[config.mk]
export PLATFORM = sky130hd
export DESIGN_NAME = muldiv_unit
export DESIGN_NICKNAME = d
export VERILOG_FILES = /design/src/rtl/muldiv_unit.sv
export SDC_FILE = /design/constraint.sdc
export NUM_CORES = 1
export LEC_CHECK = 0
export CAP_MARGIN = 25
export CORE_ASPECT_RATIO = 1.25
export CORE_MARGIN = 4
export CORE_UTILIZATION = 30
export CTS_CLUSTER_DIAMETER = 80
export DETAILED_ROUTE_END_ITERATION = 10
export GPL_ROUTABILITY_DRIVEN = 0
export PLACE_DENSITY = 0.52
export SYNTH_ARGS = -nofsm -noshare
export SYNTH_HDL_FRONTEND = slang
export SYNTH_SLANG_ARGS = --single-unit
[constraint.sdc]
create_clock -name clk -period 4.9 [get_ports clk]
set_input_delay 0.49 -clock clk [delete_from_list [all_inputs] [get_ports clk]]
set_output_delay 0.49 -clock clk [all_outputs]
set_load 0.03 [all_outputs]
[src/rtl/muldiv_unit.sv]
// muldiv_unit: execute-stage multiply/divide unit producing HI/LO.
//   Iterative shift-add multiplier and restoring divider, one result bit
//   per cycle: IDLE -> ITER (WIDTH steps) -> FINISH -> IDLE.
//   Optional macro FAST_MUL_EN: mult/multu complete combinationally at the
//   start edge (no busy); div/divu stay iterative.
// Ports:
//   clk     in   clock, rising edge
//   reset   in   synchronous active-high reset
//   startE  in   start request (honoured only in IDLE with a valid funct)
//   functE  in   6'h18 mult, 6'h19 multu, 6'h1A div, 6'h1B divu
//   srcaE   in   multiplicand / dividend
//   srcbE   in   multiplier / divisor
//   busy    out  operation in flight
//   done    out  one-cycle pulse after HI/LO are written
//   hi      out  product upper half or remainder
//   lo      out  product lower half or quotient
module muldiv_unit #(
   parameter int WIDTH = 32
) (
   input  logic             clk,
   input  logic             reset,
   input  logic             startE,
   input  logic [5:0]       functE,
   input  logic [WIDTH-1:0] srcaE,
   input  logic [WIDTH-1:0] srcbE,
   output logic             busy,
   output logic             done,
   output logic [WIDTH-1:0] hi,
   output logic [WIDTH-1:0] lo
);

   localparam int CW = $clog2(WIDTH + 1);
   localparam logic [5:0] F_MULT  = 6'h18;
   localparam logic [5:0] F_MULTU = 6'h19;
   localparam logic [5:0] F_DIV   = 6'h1A;
   localparam logic [5:0] F_DIVU  = 6'h1B;

   typedef enum logic [1:0] {IDLE, ITER, FINISH} state_t;

   state_t             r_state;
   logic [CW-1:0]      r_cnt;
   logic [2*WIDTH-1:0] r_acc;      // mult: {partial, multiplier}; div: {remainder, quotient}
   logic [WIDTH-1:0]   r_opb;      // multiplicand (mult) or divisor (div)
   logic [WIDTH-1:0]   r_raw_a;    // raw dividend, returned as HI on divide by zero
   logic               r_is_div;
   logic               r_neg_res;
   logic               r_neg_rem;
   logic               r_div0;
   logic               r_busy;
   logic               r_done;
   logic [WIDTH-1:0]   r_hi;
   logic [WIDTH-1:0]   r_lo;

   logic               w_valid;
   logic               w_signed_op;
   logic               w_div_op;
   logic               w_sa;
   logic               w_sb;
   logic [WIDTH-1:0]   w_abs_a;
   logic [WIDTH-1:0]   w_abs_b;
   logic [WIDTH:0]     w_mul_sum;
   logic [2*WIDTH-1:0] w_mul_next;
   logic [WIDTH:0]     w_div_trial;
   logic [2*WIDTH-1:0] w_div_next;
   logic [2*WIDTH-1:0] w_prod_fix;
   logic [WIDTH-1:0]   w_quot_fix;
   logic [WIDTH-1:0]   w_rem_fix;
`ifdef FAST_MUL_EN
   logic [2*WIDTH-1:0] w_fast_prod;
`endif

   always_comb begin
      w_valid     = (functE == F_MULT) || (functE == F_MULTU) ||
                    (functE == F_DIV)  || (functE == F_DIVU);
      w_signed_op = ~functE[0];
      w_div_op    = functE[1];
      w_sa        = w_signed_op & srcaE[WIDTH-1];
      w_sb        = w_signed_op & srcbE[WIDTH-1];
      w_abs_a     = w_sa ? -srcaE : srcaE;
      w_abs_b     = w_sb ? -srcbE : srcbE;

      // Shift-add: conditionally add multiplicand to the upper half, then
      // shift the whole accumulator right, carry entering at the top.
      w_mul_sum   = {1'b0, r_acc[2*WIDTH-1:WIDTH]} + (r_acc[0] ? {1'b0, r_opb} : '0);
      w_mul_next  = {w_mul_sum, r_acc[WIDTH-1:1]};

      // Restoring divide: trial-subtract divisor from the left-shifted
      // remainder; the extra top bit is the borrow.
      w_div_trial = r_acc[2*WIDTH-1:WIDTH-1] - {1'b0, r_opb};
      w_div_next  = w_div_trial[WIDTH] ? {r_acc[2*WIDTH-2:0], 1'b0}
                                       : {w_div_trial[WIDTH-1:0], r_acc[WIDTH-2:0], 1'b1};

      w_prod_fix  = r_neg_res ? -r_acc : r_acc;
      w_quot_fix  = r_neg_res ? -r_acc[WIDTH-1:0] : r_acc[WIDTH-1:0];
      w_rem_fix   = r_neg_rem ? -r_acc[2*WIDTH-1:WIDTH] : r_acc[2*WIDTH-1:WIDTH];
`ifdef FAST_MUL_EN
      w_fast_prod = {{WIDTH{1'b0}}, w_abs_a} * {{WIDTH{1'b0}}, w_abs_b};
      if (w_sa ^ w_sb) w_fast_prod = -w_fast_prod;
`endif
   end

   always_ff @(posedge clk) begin
      if (reset) begin
         r_state   <= IDLE;
         r_cnt     <= '0;
         r_acc     <= '0;
         r_opb     <= '0;
         r_raw_a   <= '0;
         r_is_div  <= 1'b0;
         r_neg_res <= 1'b0;
         r_neg_rem <= 1'b0;
         r_div0    <= 1'b0;
         r_busy    <= 1'b0;
         r_done    <= 1'b0;
         r_hi      <= '0;
         r_lo      <= '0;
      end else begin
         r_done <= 1'b0;
         case (r_state)
            IDLE: begin
               if (startE && w_valid) begin
`ifdef FAST_MUL_EN
                  if (!w_div_op) begin
                     r_hi   <= w_fast_prod[2*WIDTH-1:WIDTH];
                     r_lo   <= w_fast_prod[WIDTH-1:0];
                     r_done <= 1'b1;
                  end else
`endif
                  begin
                     r_acc     <= {{WIDTH{1'b0}}, (w_div_op ? w_abs_a : w_abs_b)};
                     r_opb     <= w_div_op ? w_abs_b : w_abs_a;
                     r_raw_a   <= srcaE;
                     r_is_div  <= w_div_op;
                     r_neg_res <= w_sa ^ w_sb;
                     r_neg_rem <= w_sa;
                     r_div0    <= (srcbE == '0);
                     r_cnt     <= '0;
                     r_busy    <= 1'b1;
                     r_state   <= ITER;
                  end
               end
            end
            ITER: begin
               r_acc <= r_is_div ? w_div_next : w_mul_next;
               r_cnt <= r_cnt + CW'(1);
               if (r_cnt == CW'(WIDTH - 1)) r_state <= FINISH;
            end
            FINISH: begin
               if (!r_is_div) begin
                  r_hi <= w_prod_fix[2*WIDTH-1:WIDTH];
                  r_lo <= w_prod_fix[WIDTH-1:0];
               end else if (r_div0) begin
                  r_hi <= r_raw_a;
                  r_lo <= '1;
               end else begin
                  r_hi <= w_rem_fix;
                  r_lo <= w_quot_fix;
               end
               r_done  <= 1'b1;
               r_busy  <= 1'b0;
               r_state <= IDLE;
            end
            default: r_state <= IDLE;
         endcase
      end
   end

   assign busy = r_busy;
   assign done = r_done;
   assign hi   = r_hi;
   assign lo   = r_lo;

endmodule

==> qor.yml, run 1 <==
outcome: "complete, no violations"
dp_hpwl_um: 50300
vias: 16900
die_width_um: 217
ys_ff_latch: 206
drive_gt1_share_pct: 5.74
worst_skew_pair.late_latency_ns: 0.55
holdCritPathClass: "flop to flop"
antenna-diode-count: 0
postSynthAreaPerCell_um2: 7.35
syn-instance-count: 2223
worst_margin_pin_slew_ns: 0.963
die_area_mm2: 0.0583
leakagePower_nw: 6.89
cts-hold-fix-buffers: 0
most_used_cells_in_the_layout_excluding_fill_and_tap_cells: "sky130_fd_sc_hd__nand2_1, sky130_fd_sc_hd__nor2_1, sky130_fd_sc_hd__dfxtp_1"
detailedRoute.firstPassIterationCount: 5
timing.max_slew.rel_slack_pct: 35.8
cp.arrival_ns: 4.53
endpoint_kind: "flop"
drt_iter0_markers: 1434
synth-edff-count: 0
tritoncts_clock_tree: "done"
globalRoute.totalOverflow: 0
worst_path_largest_cell_delay_ns: 0.43
grt_start_max_net_pins: 87
portion_of_the_post_synthesis_area_used_by_sequential_elements_pct: 25.3
h-tree-depth: 1
switching_share_pct: 31.3
routedWlPerCell_um: 22.0
core_area_mm2: 0.0538
setup_viol: 0
fin_setup_tns_ns: 0
post-route-min-period_ns: 4.13
path_cells: "inv_1, ha_1, fa_1, nand2b_1, a21o_1, a21oi_1, a221oi_2, o21ai_0, a21oi_1, buf_4, xnor2_4, buf_4, mux2i_1, o22ai_1"
route.detailed.vias_per_inst: 5.63
route.antenna.remaining_nets: 0
timing.fmax_mhz: 242
p_comb_share_pct: 18.6
drc_errors: 0
tritoncts.num_buffers: 25
cts_resized: 0
p_sw_mw: 1.36
power_density_mw_per_mm2: 227
syn_area_mm2: 0.0163
hold_viol_final: 0
antenna_violations_before_repair: 0
power.clock.fraction_pct: 41.8
utilization_pct: 35.6
clk_path_buf_depth: 3
floorplan.io_pins: 139
die_height_um: 269
cp_data_required_time_ns: 5.30
num_rows: 95
clock_tree.root_cell: "sky130_fd_sc_hd__clkbuf_16"
crit_path_max_fanout: 17
grt_pass1_wl_um: 99900
power.internal_mw: 2.98
seq_power_share_pct: 39.6
synthArstFlopShare_pct: 0
critical_path.startpoint_type: "flop"
syn_nets: 2367
totalWireLength_um: 66100
slew_violations: 0
critical_path.slowest_cell: "sky130_fd_sc_hd__fa_1"
area_growth_syn_to_fin_pct: 17.4
layout.nets: 2411
grt_util_all_layers_pct: 21.8
post-cts-setup-buffers: 0
grt_setup_unrepaired: "no"
maxCapViolations: 0
distinct_cell_type_count_after_synthesis: 76
clk_transition_reported_paths_ns: 0.06
synth_flop_cell: "sky130_fd_sc_hd__dfxtp_1"
port_buffer_count: 138
cts.sinks: 206
layout.cells.most_common: "sky130_fd_sc_hd__nand2_1"
initial_utilization_pct: 30.3
fin_worst_skew_ns: 0.0107
setup.worst_path.class: "flop to flop"
first_global_vias: 16200
final.period_utilization_pct: 84.4
max-vdd-ir-drop_mv: 0.218
synth-warning-count: 0
-- synth_stat cells, drive strengths merged, types with 5 or more instances --
library cell / number / share of area (%)
mux2: 6 / 0.41
o21bai: 8 / 0.37
nand4: 10 / 0.38
nor2b: 14 / 0.54
nand2: 308 / 7.1
a311oi: 11 / 0.59
o21ai: 139 / 4.3
a211o: 5 / 0.27
and3: 17 / 0.65
buf: 28 / 0.77
xnor2: 100 / 5.4
nor2: 211 / 4.9
nor3: 38 / 1.3
or3: 23 / 0.91
nand2b: 25 / 0.96
and2: 14 / 0.54
o41ai: 14 / 0.84
a21oi: 194 / 5.9
o31ai: 24 / 1.1
nand3: 34 / 1.0
nand3b: 8 / 0.37
a221oi: 20 / 1.1
nor4: 15 / 0.57
or2: 14 / 0.54
ha: 69 / 5.3
o21a: 10 / 0.46
xor2: 90 / 4.9
a22o: 6 / 0.32
a31oi: 16 / 0.61
dfxtp: 206 / 25
inv: 60 / 1.4
or4: 25 / 1.2
mux2i: 76 / 4.7
a32o: 6 / 0.37
o221ai: 11 / 0.59
a211oi: 97 / 4.5
a22oi: 18 / 0.83
a21o: 22 / 1.0
clkbuf: 141 / 3.2
o211ai: 43 / 2.0
-- power groups by stage --
stage	registers, mW	logic, mW	clock network [mW]
3_5_place_dp	1.76	0.793	0
2_1_floorplan	1.74	0.511	0
5_1_grt	1.72	0.867	1.91
4_1_cts	1.72	0.797	1.85
6_report	1.72	0.808	1.81
3_3_place_gp	1.76	0.789	0
-- worst paths after layout --
check            start   endpoint  slack, ns  cells after the start
min             hi[10]     hi[10]       0.45                      2
min reg2reg     hi[10]     hi[10]       0.45                      2
max          r_acc[31]  r_acc[46]       0.77                     14
max reg2reg  r_acc[31]  r_acc[46]       0.77                     14
-- worst max-delay path, delay by kind of cell, from the launching register on --
kind | cells | cell delay, ns
and+or+nand+nor | 1 | 0.19
buffers and inverters | 3 | 0.78
xor gates and xnor gates | 1 | 0.38
AOI/OAI and AO/OA | 6 | 1.30
muxes | 1 | 0.24
adders and majority gates | 2 | 0.69
DFF | 1 | 0.38
-- layer usage --
layer | vias to the layer above | global-route usage, % | part of all wire [%] | wire, um
li1 | 8111 | - | - | -
met1 | 8063 | 27.1 | 41 | 27400
met2 | 631 | 38.3 | 48 | 32000
met3 | 139 | 2.21 | 5.0 | 3310
met4 | 0 | 9.57 | 5.2 | 3410
met5 | - | 0 | 0 | 0
-- stage by stage --
step                      hold WS, ns  instance area [um^2]  power (mW)  setup slack, ns  instances
after detailed placement        0.439                 18400        2.55            0.846       2965
after floorplan                 0.431                 16300        2.25             1.61       2223
after global placement          0.437                 18400        2.55             1.02       2965
after global routing            0.475                 19200        4.50            0.605       3011
final                           0.449                 19200        4.34            0.765       3011
after CTS                       0.448                 19100        4.37            0.807       3009
-- logic make-up (layout without fill, tap and decap cells) --
family,count (synthesis),in the layout,synth area share [%]
flip-flops,206,206,25.3
AO/OA/AOI/OAI,679,679,27.0
AND/OR/NAND/NOR,765,765,21.4
XOR/XNOR,190,190,10.3
adder cells (fa/ha/maj),71,71,5.53
buffers and inverters,230,291,5.42
multiplexers,82,82,5.07
-- registers in the layout (all words and copies together) (netlist names), 2 cells and up --
register  flops
r_state       2
r_acc        64
r_cnt         6
r_raw_a      32
r_opb        32
lo           32
hi           32
-- layout make-up --
class	instances	area, um^2
multi-input combinational	1787	11400
clock buffer	32	672
sequential	206	4130
inverter	61	229
timing repair buffer	186	1750
clock inverter	12	105
tap	727	910
fill	5690	34700
No activity file was read; power rests on OpenSTA's default activity.
==> run 2, diff against run 1 <==
==> constraint.sdc (replaced) <==
create_clock -name clk -period 3.9 [get_ports clk]
set_input_delay 0.39 -clock clk [delete_from_list [all_inputs] [get_ports clk]]
set_output_delay 0.39 -clock clk [all_outputs]
set_load 0.03 [all_outputs]
==> run 2 against run 1 <==
  * First-iteration DRC count down 6.1%
  * Clock power increased by 24%
  * Via count up 0.63%
  * Largest cell class unchanged
==> qor.yml, run 2 (same netlist as run 1, synthesis figures left out) <==
cts.sinks: 206  # unchanged
num-fill-cells: 5648  # -0.74%
worst_skew_pair.late_latency_ns: 0.56  # about the same
fin_setup_tns_ns: 0  # unchanged
core_area_mm2: 0.0538  # unchanged
route.antenna.remaining_nets: 0  # unchanged
clock_tree.root_cell: "sky130_fd_sc_hd__clkbuf_16"
initial_utilization_pct: 30.3  # unchanged
worst_margin_pin_slew_ns: 0.948  # -0.0147 ns
layout.cells.most_common: "sky130_fd_sc_hd__nand2_1"
outcome: "complete, no violations"
critical_path.startpoint_type: "flop"
slew_violations: 0  # unchanged
post-route-min-period_ns: 3.65  # -0.483 ns
most_used_cells_in_the_layout_excluding_fill_and_tap_cells: "sky130_fd_sc_hd__nand2_1, sky130_fd_sc_hd__nor2_1, sky130_fd_sc_hd__dfxtp_1"
clk_transition_reported_paths_ns: 0.07  # about the same
first_global_vias: 16300  # +0.50%
cp.arrival_ns: 4.14  # -0.39 ns
cts_resized: 0  # unchanged
seqCellArea_mm2: 0.00413  # unchanged
vias: 17100  # +0.63%
globalRoute.totalOverflow: 0  # unchanged
holdCritPathClass: "primary input to flop"
port_buffer_count: 138  # unchanged
maxCapViolations: 0  # unchanged
post-cts-setup-buffers: 0  # unchanged
route.detailed.vias_per_inst: 5.57  # -0.98%
timing.fmax_mhz: 274  # +13%
largest_register_ff_count: 64  # unchanged
critical_path.slowest_cell: "sky130_fd_sc_hd__dfxtp_1"
h-tree-depth: 1  # unchanged
worst_path_dominant_cell_family: "compound AO/OA/AOI/OAI gates"
grt_start_max_net_pins: 122  # +40%
final.period_utilization_pct: 93.6  # +9.2 points
setup_viol: 0  # unchanged
die_area_mm2: 0.0583  # unchanged
detailedRoute.firstPassIterationCount: 5  # unchanged
crit_path_max_fanout: 4  # -13
post-route-worst-setup-slack_ns: 0.249  # -0.517 ns
setup.worst_path.class: "flop to flop"
routedWlPerCell_um: 21.9  # -0.32%
top_reg_by_flops: "r_acc"
tritoncts.num_buffers: 23  # -8.0%
antenna-diode-count: 0  # unchanged
power_density_mw_per_mm2: 280  # +23%
die_height_um: 269  # unchanged
antenna_violations_before_repair: 0  # unchanged
area_growth_syn_to_fin_pct: 19.8
final_design_area_no_fill_mm2: 0.0196  # +2.1%
drt_iter0_markers: 1347  # -6.1%
grt_util_all_layers_pct: 22.0  # +0.18 points
totalWireLength_um: 67000  # +1.3%
path_cells: "and2_1, ha_1, inv_1, fa_1, nand2b_1, a21oi_1, o311ai_0, buf_4, a31oi_1, a32oi_1, o21ai_0, o311ai_0, buf_4, a211o_1, o211ai_1"
grt_setup_unrepaired: "no"
fin_worst_skew_ns: 0.00994  # -0.000798 ns
max-vdd-ir-drop_mv: 0.203  # -6.9%
cp_data_required_time_ns: 4.39  # -0.91 ns
leakagePower_nw: 7.17  # +4.1%
timing.max_slew.rel_slack_pct: 36.8  # +0.98 points
floorplan.io_pins: 139  # unchanged
endpoint_kind: "flop"
worst_path_largest_cell_delay_ns: 0.41  # -0.02 ns
hold_viol_final: 0  # unchanged
num_rows: 95  # unchanged
grt_pass1_wl_um: 100000  # +0.21%
power_mw: 5.47  # +26%
tritoncts_clock_tree: "done"
placed_area_mm2: 0.0188  # +2.4%
multi_input_comb_area_mm2: 0.0114  # about the same
cts-hold-fix-buffers: 0  # unchanged
detailedPlace.worstSlack_ns: 0.0990  # -0.746 ns
clk_path_buf_depth: 3  # unchanged
dp_hpwl_um: 51800  # +3.0%
die_width_um: 217  # unchanged
layout.nets: 2464  # +2.2%
drc_errors: 0  # unchanged
cp_num_buf_inv: 3  # unchanged
drive_gt1_share_pct: 7.80  # +2.1 points
run 2: layout make-up:
class / instances / share of cell area [%]
Clock buffer: 28 / 3.14
Clock inverter: 10 / 0.627
Inverter: 61 / 1.19
Multi-Input combinational cell: 1787 / 58.1
Sequential cell: 206 / 21.1
Tap cell: 727 / 4.65
Timing Repair Buffer: 241 / 11.2
run 2: power breakdown:
| part | internal (mW) | switching [mW] | leakage (nW) |
|---|---|---|---|
| clock network | 1.26 | 0.981 | 0.355 |
| registers | 2.13 | 0.0334 | 1.66 |
| logic | 0.424 | 0.652 | 5.15 |
| total | 3.81 | 1.67 | 7.17 |
run 2: final timing paths:
kind,start,end,slack [ns],depth (start not counted)
worst max-delay path,r_acc[0],r_acc[63],0.25,15
worst min-delay path,reset,r_cnt[4],0.39,2
worst max register to register,r_acc[0],r_acc[63],0.25,15
worst min register to register,hi[10],hi[10],0.45,2
run 2: metrics by stage:
step | cells | hold WS [ns] | util (%)
after floorplan | 2223 | 0.431 | -
after global placement | 3021 | 0.439 | 34.9
after detailed placement | 3021 | 0.443 | 34.9
after CTS | 3059 | 0.376 | 36.3
after global routing | 3060 | 0.404 | 36.3
final | 3060 | 0.387 | 36.3
run 2: layer usage:
layer | track usage (%) | vias to the layer above | wire length [um]
met5 | 0 | - | 0
met4 | 12.0 | 0 | 4330
met3 | 1.92 | 144 | 3490
met2 | 37.8 | 626 | 31400
met1 | 27.3 | 8081 | 27700
li1 | - | 8200 | -
run 2: worst reg2reg max path, delay by kind of cell, from the launching register on:
kind | cells | cell delay, ns
buf+inv | 3 | 0.40
compound gates | 8 | 1.86
fa+ha+maj | 2 | 0.58
flops | 1 | 0.41
simple gates | 2 | 0.34
